[config.mk]
export PLATFORM = sky130hd
export DESIGN_NAME = pc_fetch_ctrl_flat
export DESIGN_NICKNAME = d
export VERILOG_FILES = /design/src/rtl/pc_fetch_pkg.sv /design/src/rtl/pc_fetch_if.sv /design/src/rtl/pc_perf_counter.sv /design/src/rtl/pc_fetch_ctrl.sv /design/src/flat_wrapper.sv
export SDC_FILE = /design/constraint.sdc
export NUM_CORES = 1
export LEC_CHECK = 0
export CORE_AREA = 2 2 94 96
export CTS_BUF_LIST = sky130_fd_sc_hd__clkbuf_8
export DETAILED_ROUTE_END_ITERATION = 8
export DIE_AREA = 0 0 96 98
export PLACE_DENSITY = 0.86
export REMOVE_ABC_BUFFERS = 1
export SETUP_SLACK_MARGIN = 0.5
export SYNTH_ARGS = -nofsm -noshare
export SYNTH_HDL_FRONTEND = slang
export SYNTH_SLANG_ARGS = --single-unit
[constraint.sdc]
create_clock -name clk -period 3.21 [get_ports clk]
set_input_delay 0.321 -clock clk [delete_from_list [all_inputs] [get_ports clk]]
set_output_delay 0.321 -clock clk [all_outputs]
set_load 0.01 [all_outputs]
[src/rtl/pc_fetch_pkg.sv]
// rtl/pc_fetch_pkg.sv - shared types and default constants for the PC fetch controller
package pc_fetch_pkg;

    localparam int ADDR_W_DEF    = 32;
    localparam int RESET_PC_DEF  = 0;
    localparam int FETCH_TMO_DEF = 15;

    typedef enum logic [2:0] {
        BOOT,
        FETCH,
        ISSUE,
        EXEC,
        HALT
    } fetch_state_t;

endpackage

[src/rtl/pc_fetch_if.sv]
// rtl/pc_fetch_if.sv - instruction memory request/ready bus
// master: req, addr out; ready, rdata in (fetch controller side)
// slave:  req, addr in;  ready, rdata out (instruction memory side)
interface pc_fetch_if
    import pc_fetch_pkg::*;
#(
    parameter int ADDR_W = ADDR_W_DEF
);
    logic              req;
    logic [ADDR_W-1:0] addr;
    logic              ready;
    logic [31:0]       rdata;

    modport master (output req, output addr, input ready, input rdata);
    modport slave  (input req, input addr, output ready, output rdata);
endinterface

[src/rtl/pc_perf_counter.sv]
// rtl/pc_perf_counter.sv - free-running retired-instruction counter, wraps at 2^32
// Ports: clk, rst (sync active-high), inc (count enable), cnt (current count)
module pc_perf_counter (
    input  logic        clk,
    input  logic        rst,
    input  logic        inc,
    output logic [31:0] cnt
);
    always_ff @(posedge clk) begin
        if (rst) begin
            cnt <= '0;
        end else if (inc) begin
            cnt <= cnt + 32'd1;
        end
    end
endmodule

[src/rtl/pc_fetch_ctrl.sv]
// rtl/pc_fetch_ctrl.sv - program counter register and fetch/issue/execute sequencer
// Ports: clk, rst (sync active-high); next_address, exec_valid, halt from execute/jump_unit;
//        stall freezes issue; imem (pc_fetch_if.master) fetch bus; pc to jump_unit PCin;
//        instr/instr_valid to decode; halted, fetch_err (sticky) status; retired_cnt.
// Build option: PERF_CNT_EN instantiates the retired-instruction counter, otherwise retired_cnt=0.
module pc_fetch_ctrl
    import pc_fetch_pkg::*;
#(
    parameter int                ADDR_W    = ADDR_W_DEF,
    parameter logic [ADDR_W-1:0] RESET_PC  = ADDR_W'(RESET_PC_DEF),
    parameter int                FETCH_TMO = FETCH_TMO_DEF
) (
    input  logic              clk,
    input  logic              rst,
    input  logic [ADDR_W-1:0] next_address,
    input  logic              exec_valid,
    input  logic              halt,
    input  logic              stall,
    pc_fetch_if.master        imem,
    output logic [ADDR_W-1:0] pc,
    output logic [31:0]       instr,
    output logic              instr_valid,
    output logic              halted,
    output logic              fetch_err,
    output logic [31:0]       retired_cnt
);
    localparam int               TMO_W   = $clog2(FETCH_TMO + 1);
    localparam logic [TMO_W-1:0] TMO_MAX = TMO_W'(FETCH_TMO);

    fetch_state_t     state;
    logic [TMO_W-1:0] tmo_cnt;
    logic             req_q;

    always_ff @(posedge clk) begin
        if (rst) begin
            state     <= BOOT;
            pc        <= RESET_PC;
            instr     <= '0;
            halted    <= 1'b0;
            fetch_err <= 1'b0;
            req_q     <= 1'b0;
            tmo_cnt   <= '0;
        end else begin
            case (state)
                BOOT: begin
                    state <= FETCH;
                    req_q <= 1'b1;
                end
                FETCH: begin
                    if (imem.ready) begin
                        instr   <= imem.rdata;
                        tmo_cnt <= '0;
                        req_q   <= 1'b0;
                        state   <= ISSUE;
                    end else if (tmo_cnt + 1'b1 == TMO_MAX) begin
                        // This cycle is the FETCH_TMO-th one without ready.
                        fetch_err <= 1'b1;
                        tmo_cnt   <= TMO_MAX;
                        req_q     <= 1'b0;
                        state     <= HALT;
                    end else if (tmo_cnt != TMO_MAX) begin
                        tmo_cnt <= tmo_cnt + 1'b1;
                    end
                end
                ISSUE: begin
                    if (!stall) begin
                        state <= EXEC;
                    end
                end
                EXEC: begin
                    if (exec_valid) begin
                        if (halt) begin
                            halted <= 1'b1;
                            state  <= HALT;
                        end else begin
                            pc    <= next_address;
                            req_q <= 1'b1;
                            state <= FETCH;
                        end
                    end
                end
                HALT: begin
                    req_q <= 1'b0;
                end
                default: begin
                    req_q <= 1'b0;
                    state <= HALT;
                end
            endcase
        end
    end

    assign imem.req  = req_q;
    assign imem.addr = pc;

    // The issue pulse must land in the same cycle stall drops, so it is
    // decoded from the registered state rather than registered itself.
    assign instr_valid = (state == ISSUE) && !stall;

`ifdef PERF_CNT_EN
    pc_perf_counter u_perf (
        .clk (clk),
        .rst (rst),
        .inc ((state == EXEC) && exec_valid),
        .cnt (retired_cnt)
    );
`else
    assign retired_cnt = '0;
`endif

endmodule
[src/flat_wrapper.sv]
// flat-port wrapper written by rule: the top's interface ports become plain ports
module pc_fetch_ctrl_flat import pc_fetch_pkg::*;
#(
    parameter int                ADDR_W    = ADDR_W_DEF,
    parameter logic [ADDR_W-1:0] RESET_PC  = ADDR_W'(RESET_PC_DEF),
    parameter int                FETCH_TMO = FETCH_TMO_DEF
)
  (clk, rst, next_address, exec_valid, halt, stall, pc, instr, instr_valid, halted, fetch_err, retired_cnt, imem_req, imem_addr, imem_ready, imem_rdata);
  pc_fetch_if #(.ADDR_W(ADDR_W)) imem_i ();
  input  logic clk;
  input  logic rst;
  input  logic [ADDR_W-1:0] next_address;
  input  logic exec_valid;
  input  logic halt;
  input  logic stall;
  output logic [ADDR_W-1:0] pc;
  output logic [31:0] instr;
  output logic instr_valid;
  output logic halted;
  output logic fetch_err;
  output logic [31:0] retired_cnt;
  output wire logic [$bits(imem_i.req)-1:0] imem_req;
  output wire logic [$bits(imem_i.addr)-1:0] imem_addr;
  input wire logic [$bits(imem_i.ready)-1:0] imem_ready;
  input wire logic [$bits(imem_i.rdata)-1:0] imem_rdata;
  assign imem_req = imem_i.req;
  assign imem_addr = imem_i.addr;
  assign imem_i.ready = imem_ready;
  assign imem_i.rdata = imem_rdata;
  pc_fetch_ctrl #(.ADDR_W(ADDR_W), .RESET_PC(RESET_PC), .FETCH_TMO(FETCH_TMO)) u_core (.clk(clk), .rst(rst), .next_address(next_address), .exec_valid(exec_valid), .halt(halt), .stall(stall), .imem(imem_i), .pc(pc), .instr(instr), .instr_valid(instr_valid), .halted(halted), .fetch_err(fetch_err), .retired_cnt(retired_cnt));
endmodule
After elaboration in Yosys (flattened, before gate mapping). Index checks and enable logic that the tools add are counted.

Flip-flop bits (word level): 74. Input port bits: 70. Output and inout bits: 132. Word-level logic and storage cells: 47.

Add/sub/neg operators: 1. Eq/ne operators: 10. Multiplexer cells: 14. Bitwise logic cells: 4. Reduce and logical (&&, ||, !) cells: 11.

Operators by type and width (count): two-way mux 3 bit (5); one-hot mux 3 bit (5 select lines) (1); two-way mux 4 bit (3); AND reduction 3 bit (3); AND reduction 4 bit (2); equality test 3 x 2 -> 1 bit, second input constant (2); inequality test 2 bit, second input constant (3); adder 4 x 1 -> 4 bit, second input constant (1); equality test 4 bit, second input constant (1); two-way mux 1 bit (4); inequality test 4 bit, second input constant (1); inverter 1 bit (4); one-hot mux 1 bit (4 select lines) (1); AND reduction 2 bit (2); equality test 3 x 1 -> 1 bit, second input constant (1); equality test 3 bit, second input constant (1); zero test 3 bit (1); inequality test 3 x 2 -> 1 bit, second input constant (1); nonzero test 3 bit (1); logical AND 1 bit (1); zero test 1 bit (1).

Depth between registers and ports, before layout. Gate-level depths: netlist (run 1).

Word-level depth: 5. Depth in mapped cells: 7. Mapped depth without buffers: 5.

Worst setup path after synthesis (run 1). OpenSTA, ideal clock, no wires.

Kind: register to register. From: register u_core.tmo_cnt[0]. To: register u_core.tmo_cnt[1]. Setup time: 0.128 ns. Arrival time: 1.248 ns. Required time: 3.082 ns. Path slack: 1.835 ns. Cell stages (with the launch flop): 6. Path buffers: 0. Clock period less this slack: 1.375 ns. Cell sequence: dfxtp_1 > ha_1 > nand2_1 > o31ai_2 > mux2i_1 > nor2_1.

Longest elaborated chain between the ends: 4. Elaborated cells on any way between the ends: 8. Those cells by class: add/sub (1); eq/ne (2); mux (3); reduce/logical (2).

Ends and longest elaborated chain: start: declaration (RTL line pc_fetch_ctrl.sv:31) `logic [TMO_W-1:0] tmo_cnt;`; start signal: assignment (RTL line pc_fetch_ctrl.sv:62) `tmo_cnt <= tmo_cnt + 1'b1;`; adder 4 x 1 -> 4 bit (RTL line pc_fetch_ctrl.sv:55, pc_fetch_ctrl.sv:62); equality test 4 bit or two-way mux 4 bit (tied branches) (RTL line pc_fetch_ctrl.sv:55, pc_fetch_ctrl.sv:61); nonzero test 3 bit (no source line) or two-way mux 4 bit (tied branches); AND reduction 2 bit (no source line) or two-way mux 4 bit (tied branches).

Several ways; a longest one is shown, not always the timed one. The select of a mux whose other input is x is not followed. A chain may end at the register's enable or synchronous reset.

Worst setup path after layout (run 1).
From: register u_core.state[1]. To: output instr_valid.

Longest elaborated chain between the ends: 2.

Ends and longest elaborated chain: start: declaration (RTL line pc_fetch_ctrl.sv:30) `fetch_state_t state;`; start signal: assignment (RTL line pc_fetch_ctrl.sv:36) `state <= BOOT;`; start signal: assignment (RTL line pc_fetch_ctrl.sv:46) `state <= FETCH;`; start signal: assignment (RTL line pc_fetch_ctrl.sv:54) `state <= ISSUE;`; equality test 3 x 2 -> 1 bit (RTL line pc_fetch_ctrl.sv:98) `assign instr_valid = (state == ISSUE) && !stall;`; logical AND 1 bit (RTL line pc_fetch_ctrl.sv:98); end: declaration (RTL line flat_wrapper.sv:18) `output logic instr_valid;`.

No other way between the ends.

==> run metrics, run 1 <==
# diodes 0; hold path start u_core.instr[9]; Worst R2R Setup Slack 1130 ps; Static Leak 0.001757 uW; initial core utilization 0.4057; Hold Path Stages 2; CP max-delay cell clkdlybuf4s50_1; Crit. End Element output pin; Hold Path Sink u_core.instr[9]; Post-DP HPWL approximately 6.5 mm; Crit Path Category flop to output pin; fmax between 400 and 500 MHz; Buf/Inv on CP 1; Seq/Total Area, Yosys 0.4313; share of Yosys cell area claimed by the top area cell type 0.4313; RD Place Congestion ~0.86; vias in the first global route around 2900; flops & latches, synth between 70 and 80; worst slew pin tran just over 1000 ps; Max FO, Critical Path 11; clk slew on worst S/H paths about 80 ps; Ports between 200 and 250; max-capacitance violation count 0; post-CTS setup buffer count 0; Max Slew Vio Count 0; Tcrit/Tclk final 0.7143; initial antenna violation count 0; largest cells by area after synthesis dfxtp_1 (43%), nand2_1 (15%), buf_4 (14%), a21oi_1 (8.9%), a21oi_2 (2.8%); Mapped Avg Cell Area 8.025 um2; Critical R2R Capture u_core.instr[2]; cell count after synthesis ~430; final hold vios 0; clk_lat worst skew between 300 and 400 ps; fin crit period 2293 ps; drt first-iter violations 53; RSZ-0062 raised after global routing false; Post-synth EDFFs 0; Antenna Violating Nets Remaining 0; post-synth top area cell dfxtp_1; largest net degree at the start of global routing 42; CTS sink count 74; hold_buf cts 0; first-pass GRT wire length ~13 mm; r2r worst-path depth 4; status finished clean; Root Buffer clkbuf_8; drt first pass iters 4; critical-path cell list and2b_1 > nor3b_1 > clkdlybuf4s50_1; CP required about 2900 ps; CP arrival 1970 ps; CP Launch Type flop; Routed wire per std cell ~13 um; Setup TNS Final 0 ps; Area growth syn-to-layout 44.44%; Setup Slack @ Placement 982.1 ps; Global Route Usage Sum 0.1786; die width 96 um; chip height a little under 100 um; Slew headroom 0.3149; r2r startpoint u_core.state[0]; full die area between 0.009 and 0.01 mm2; Top delay family on crit path buffers and inverters; fin nets between 600 and 700; Max clock buf depth 2; Synth Flop Type dfxtp_1; pwr dens 458.1 mW/mm2; Worst path max stage delay 590 ps; via density per instance ~4.6; clock skew ~11 ps; Hold Slack 454.8 ps; worst hold path class flop to flop; final setup fails 0; num rows 34; grt total ovfl 0; CTS tree yes; Synth cell types 37; Netlist Area Pre-Place ~0.0034 mm2; Worst VDD drop about 0.24 mV; fraction of registers with async set/reset 0; Fillers 756; YS warnings 0; final worst slack 917.2 ps; total core area between 0.008 and 0.009 mm2; layout cells sized above 1 0.05914; # port buffers 169; post-CTS sizing 0; DRT Wirelength 8.692 mm; number of buffers created by CTS 9; remaining routing DRC violations 0; htree depth 3; Vias 3077
==> kinds of logic (layout without fill, tap and decap cells) <==
kind of cell / Yosys count / after routing / synth area share
AO/OA/AOI/OAI: 86 / 86 / 0.1486
XOR/XNOR: 1 / 1 / 0.002551
adder cells (fa/ha/maj): 2 / 2 / 0.007285
buffers and inverters: 93 / 192 / 0.1953
flip-flops: 74 / 74 / 0.4313
multiplexers: 1 / 1 / 0.002915
other: 1 / 32 / 0.001092
AND/OR/NAND/NOR: 170 / 170 / 0.2109
==> report_power, final <==
part | internal (uW) | switching, uW
sequential | 976 | 52.1
clock | 438 | 347
combinational | 240 | 220
total | 1650 | 619
==> tightest hold or removal path, stage by stage, from the launching register on <==
cell and delay [ps]:
dfxtp_1 310, nand2_1 50, a21oi_1 50
==> cell usage after synthesis, types with 3 or more instances <==
master	n
inv_1	3
nor2b_1	6
a21oi_1	61
buf_8	3
a211oi_1	4
buf_6	5
nand2_1	135
buf_2	5
clkbuf_1	12
buf_4	65
dfxtp_1	74
nor3b_1	3
a21oi_2	11
nand2b_1	3
nand3_1	5
nor2_1	6
and2b_1	3
==> cell type report <==
| type | instances | area (um2) | area share |
|---|---|---|---|
| Clock inverter | 7 | 93.84 | 0.01892 |
| Clock buffer | 9 | 123.9 | 0.02497 |
| Sequential cell | 74 | 1481 | 0.2986 |
| Multi-Input combinational cell | 292 | 1399 | 0.2820 |
| Inverter | 3 | 11.26 | 0.002270 |
| Tap cell | 108 | 135.1 | 0.02724 |
| Timing Repair Buffer | 173 | 1717 | 0.3460 |
==> per-stage QoR <==
stage	total power, uW	std cells	area, um2	util
global placement	1497	650	4743	0.5603
CTS	2300	666	4961	0.5860
floorplan	1251	369	2892	-
detailed placement	1510	650	4743	0.5603
global route	2385	666	4961	0.5860
finish	2272	666	4961	0.5860
==> layout by cell type, fill, tap and decap left out, types with 3 or more instances in the layout <==
cell type        synthesis  routed
inv_1                    3       4
a21oi_2                 11      11
nand2_1                135     135
a21oi_1                 61      61
a211oi_1                 4       4
nor3b_1                  3       3
conb_1                   1      32
nand2b_1                 3       3
dfxtp_1                 74      74
nor2b_1                  6       6
nand3_1                  5       5
nor2_1                   6       6
and2b_1                  3       3
clkbuf_8                 0       9
clkdlybuf4s50_1          0     168
buf_4                   65       4
==> worst max path at each step <==
stage                    start               end  depth (start not counted)
2_1_floorplan  u_core.state[0]   u_core.instr[0]                          4
3_3_place_gp        imem_ready  u_core.instr[10]                          4
3_5_place_dp        imem_ready  u_core.instr[11]                          4
4_1_cts        u_core.state[1]       instr_valid                          3
5_1_grt        u_core.state[1]       instr_valid                          3
6_report       u_core.state[1]       instr_valid                          3
==> layer usage <==
metal / GRT usage / vias to the layer above / wire [um]
li1: - / 1537 / -
met1: 0.1995 / 1390 / 3425
met2: 0.3045 / 140 / 4149
met3: 0.07099 / 10 / 1009
met4: 0.06044 / 0 / 108
met5: 0 / - / 0
==> state kept, by name, indices dropped and copies added (netlist names) <==
register          flops
u_core.state          3
u_core.halted         1
u_core.fetch_err      1
u_core.instr         32
u_core.tmo_cnt        4
u_core.imem.req       1
u_core.imem.addr     32
Power figures use the tool's default switching activity.
==> inputs of run 2 (changes only) <==
--- a/config.mk
+++ b/config.mk
@@ -5,11 +5,11 @@
 export SDC_FILE = /design/constraint.sdc
 export NUM_CORES = 1
 export LEC_CHECK = 0
-export CORE_AREA = 2 2 94 96
+export CORE_AREA = 2 2 97 99
 export CTS_BUF_LIST = sky130_fd_sc_hd__clkbuf_8
 export DETAILED_ROUTE_END_ITERATION = 8
-export DIE_AREA = 0 0 96 98
-export PLACE_DENSITY = 0.86
+export DIE_AREA = 0 0 99 101
+export PLACE_DENSITY = 0.82
 export REMOVE_ABC_BUFFERS = 1
 export SETUP_SLACK_MARGIN = 0.5
 export SYNTH_ARGS = -nofsm -noshare
==> constraint.sdc (replaced) <==
create_clock -name clk -period 2.4 [get_ports clk]
set_input_delay 0.24 -clock clk [delete_from_list [all_inputs] [get_ports clk]]
set_output_delay 0.24 -clock clk [all_outputs]
set_load 0.01 [all_outputs]
==> run metrics, run 2 (synthesis gave the netlist of run 1 again) <==
status finished clean; DRT Wirelength 8.496 mm (-2.3%); fmax about 600 MHz; number of buffers created by CTS 9 (unchanged); chip height 101 um (+3.1%); via density per instance 4.594 (-0.57%); vias in the first global route 2943 (+2.8%); # diodes 0 (unchanged); Global Route Usage Sum 0.1621 (-0.01647); Setup TNS Final 0 ps (unchanged); full die area 0.009999 mm2 (+6.3%); Slew headroom 0.5388 (+0.2239); critical path depth in cells 3 (unchanged); Worst VDD drop 0.4027 mV (+66%); Root Buffer clkbuf_8; final hold vios 0 (unchanged); Buf/Inv on CP 1 (unchanged); Crit Path Category flop to output pin; largest net degree at the start of global routing 43 (+2.4%); Area growth syn-to-layout 46.38%; max-capacitance violation count 0 (unchanged); CP max-delay cell dfxtp_2; remaining routing DRC violations 0 (unchanged); clock skew 7.347 ps (-4.052 ps); Tcrit/Tclk final 0.6922; grt total ovfl 0 (unchanged); Max clock buf depth 2 (unchanged); CP arrival 1420 ps (-550 ps); CP required 2160 ps (-730 ps); Routed wire per std cell 12.64 um (-3.1%); initial core utilization 0.3826 (-0.02313); fin crit period 1661 ps; worst hold path class input pin to flop; Max FO, Critical Path 9 (-2); Post-DP HPWL 6.234 mm (-4.1%); num rows 35 (+2.9%); Top delay family on crit path flip-flops; CP Launch Type flop; hold_buf cts 0 (unchanged); Worst path max stage delay 430 ps (-160 ps); CTS tree yes; Ports 202 (unchanged); die width 99 um (+3.1%); Pwr Total 3161 uW (+39%); clk slew on worst S/H paths 80 ps (about the same); Max Slew Vio Count 0 (unchanged); fin nets 628 (+0.48%); Antenna Violating Nets Remaining 0 (unchanged); Crit. End Element output pin; # port buffers 169 (unchanged); final setup fails 0 (unchanged); r2r worst-path depth 5 (+1); most common cell after layout, fill and taps aside clkdlybuf4s50_1; clk_lat worst skew 330 ps (about the same); Static Leak 0.001789 uW (+1.8%); critical-path cell list and2b_1 > nor3b_1 > dlygate4sd2_1; Vias 3087 (+0.32%); pwr dens 628.8 mW/mm2 (+37%); drt first-iter violations 57 (+7.5%); most frequent cells in the layout clkdlybuf4s50_1 (167), nand2_1 (135), dfxtp_1 (72); Hold Path Stages 2 (unchanged); worst slew pin tran 691.8 ps (-333.3 ps); initial antenna violation count 0 (unchanged); layout cells sized above 1 0.06774 (+0.008596); CTS sink count 74 (unchanged); total core area 0.008977 mm2 (+6.0%); first-pass GRT wire length 13.30 mm (-0.57%); htree depth 3 (unchanged); RD Place Congestion 0.7416 (-14%); RSZ-0062 raised after global routing false; drt first pass iters 4 (unchanged)
run 2: layout make-up:
cell class	instances	area (um2)
Clock buffer	9	123.9
Tap cell	111	138.9
Clock inverter	7	117.6
Multi-Input combinational cell	292	1399
Sequential cell	74	1486
Timing Repair Buffer	176	1750
Fill cell	796	3950
Inverter	3	11.26
run 2: report_power, final:
part,total (uW),switching (uW),internal [uW]
logic,637,298,339
clock network,1150,458,690
registers,1380,69.1,1310
total,3160,825,2340
run 2: worst paths after layout:
kind / startpoint / endpoint / slack, ps
worst max-delay path: u_core.state[2] / instr_valid / 740
worst min register to register: u_core.instr[7] / u_core.instr[7] / 460
worst max register to register: u_core.state[0] / u_core.instr[25] / 740
worst min-delay path: rst / u_core.tmo_cnt[1] / 430
run 2: what timing repair did:
| item | in CTS | in global routing |
|---|---|---|
| buffers inserted | 0 | 2 |
| endpoints found under the setup margin | 1 | 1 |
| gates resized for setup | 4 | 0 |
run 2: stage by stage:
step	cell area (um2)	utilization	instances	hold slack [ps]	setup WS, ps
6_report	5027	0.5600	672	429.9	738.8
5_1_grt	5027	0.5600	672	433.2	543.8
4_1_cts	5012	0.5583	670	420.1	682.0
3_5_place_dp	4767	0.5310	654	448.5	627.6
3_3_place_gp	4767	0.5310	654	441.4	686.1
2_1_floorplan	2892	-	369	302.4	666.8
run 2: layer usage:
layer	global-route usage	part of all wire	vias up
met3	0.06103	0.11	10
met4	0.05690	0.011	0
li1	-	-	1541
met2	0.2838	0.48	151
met1	0.1805	0.40	1385
met5	0	0	-
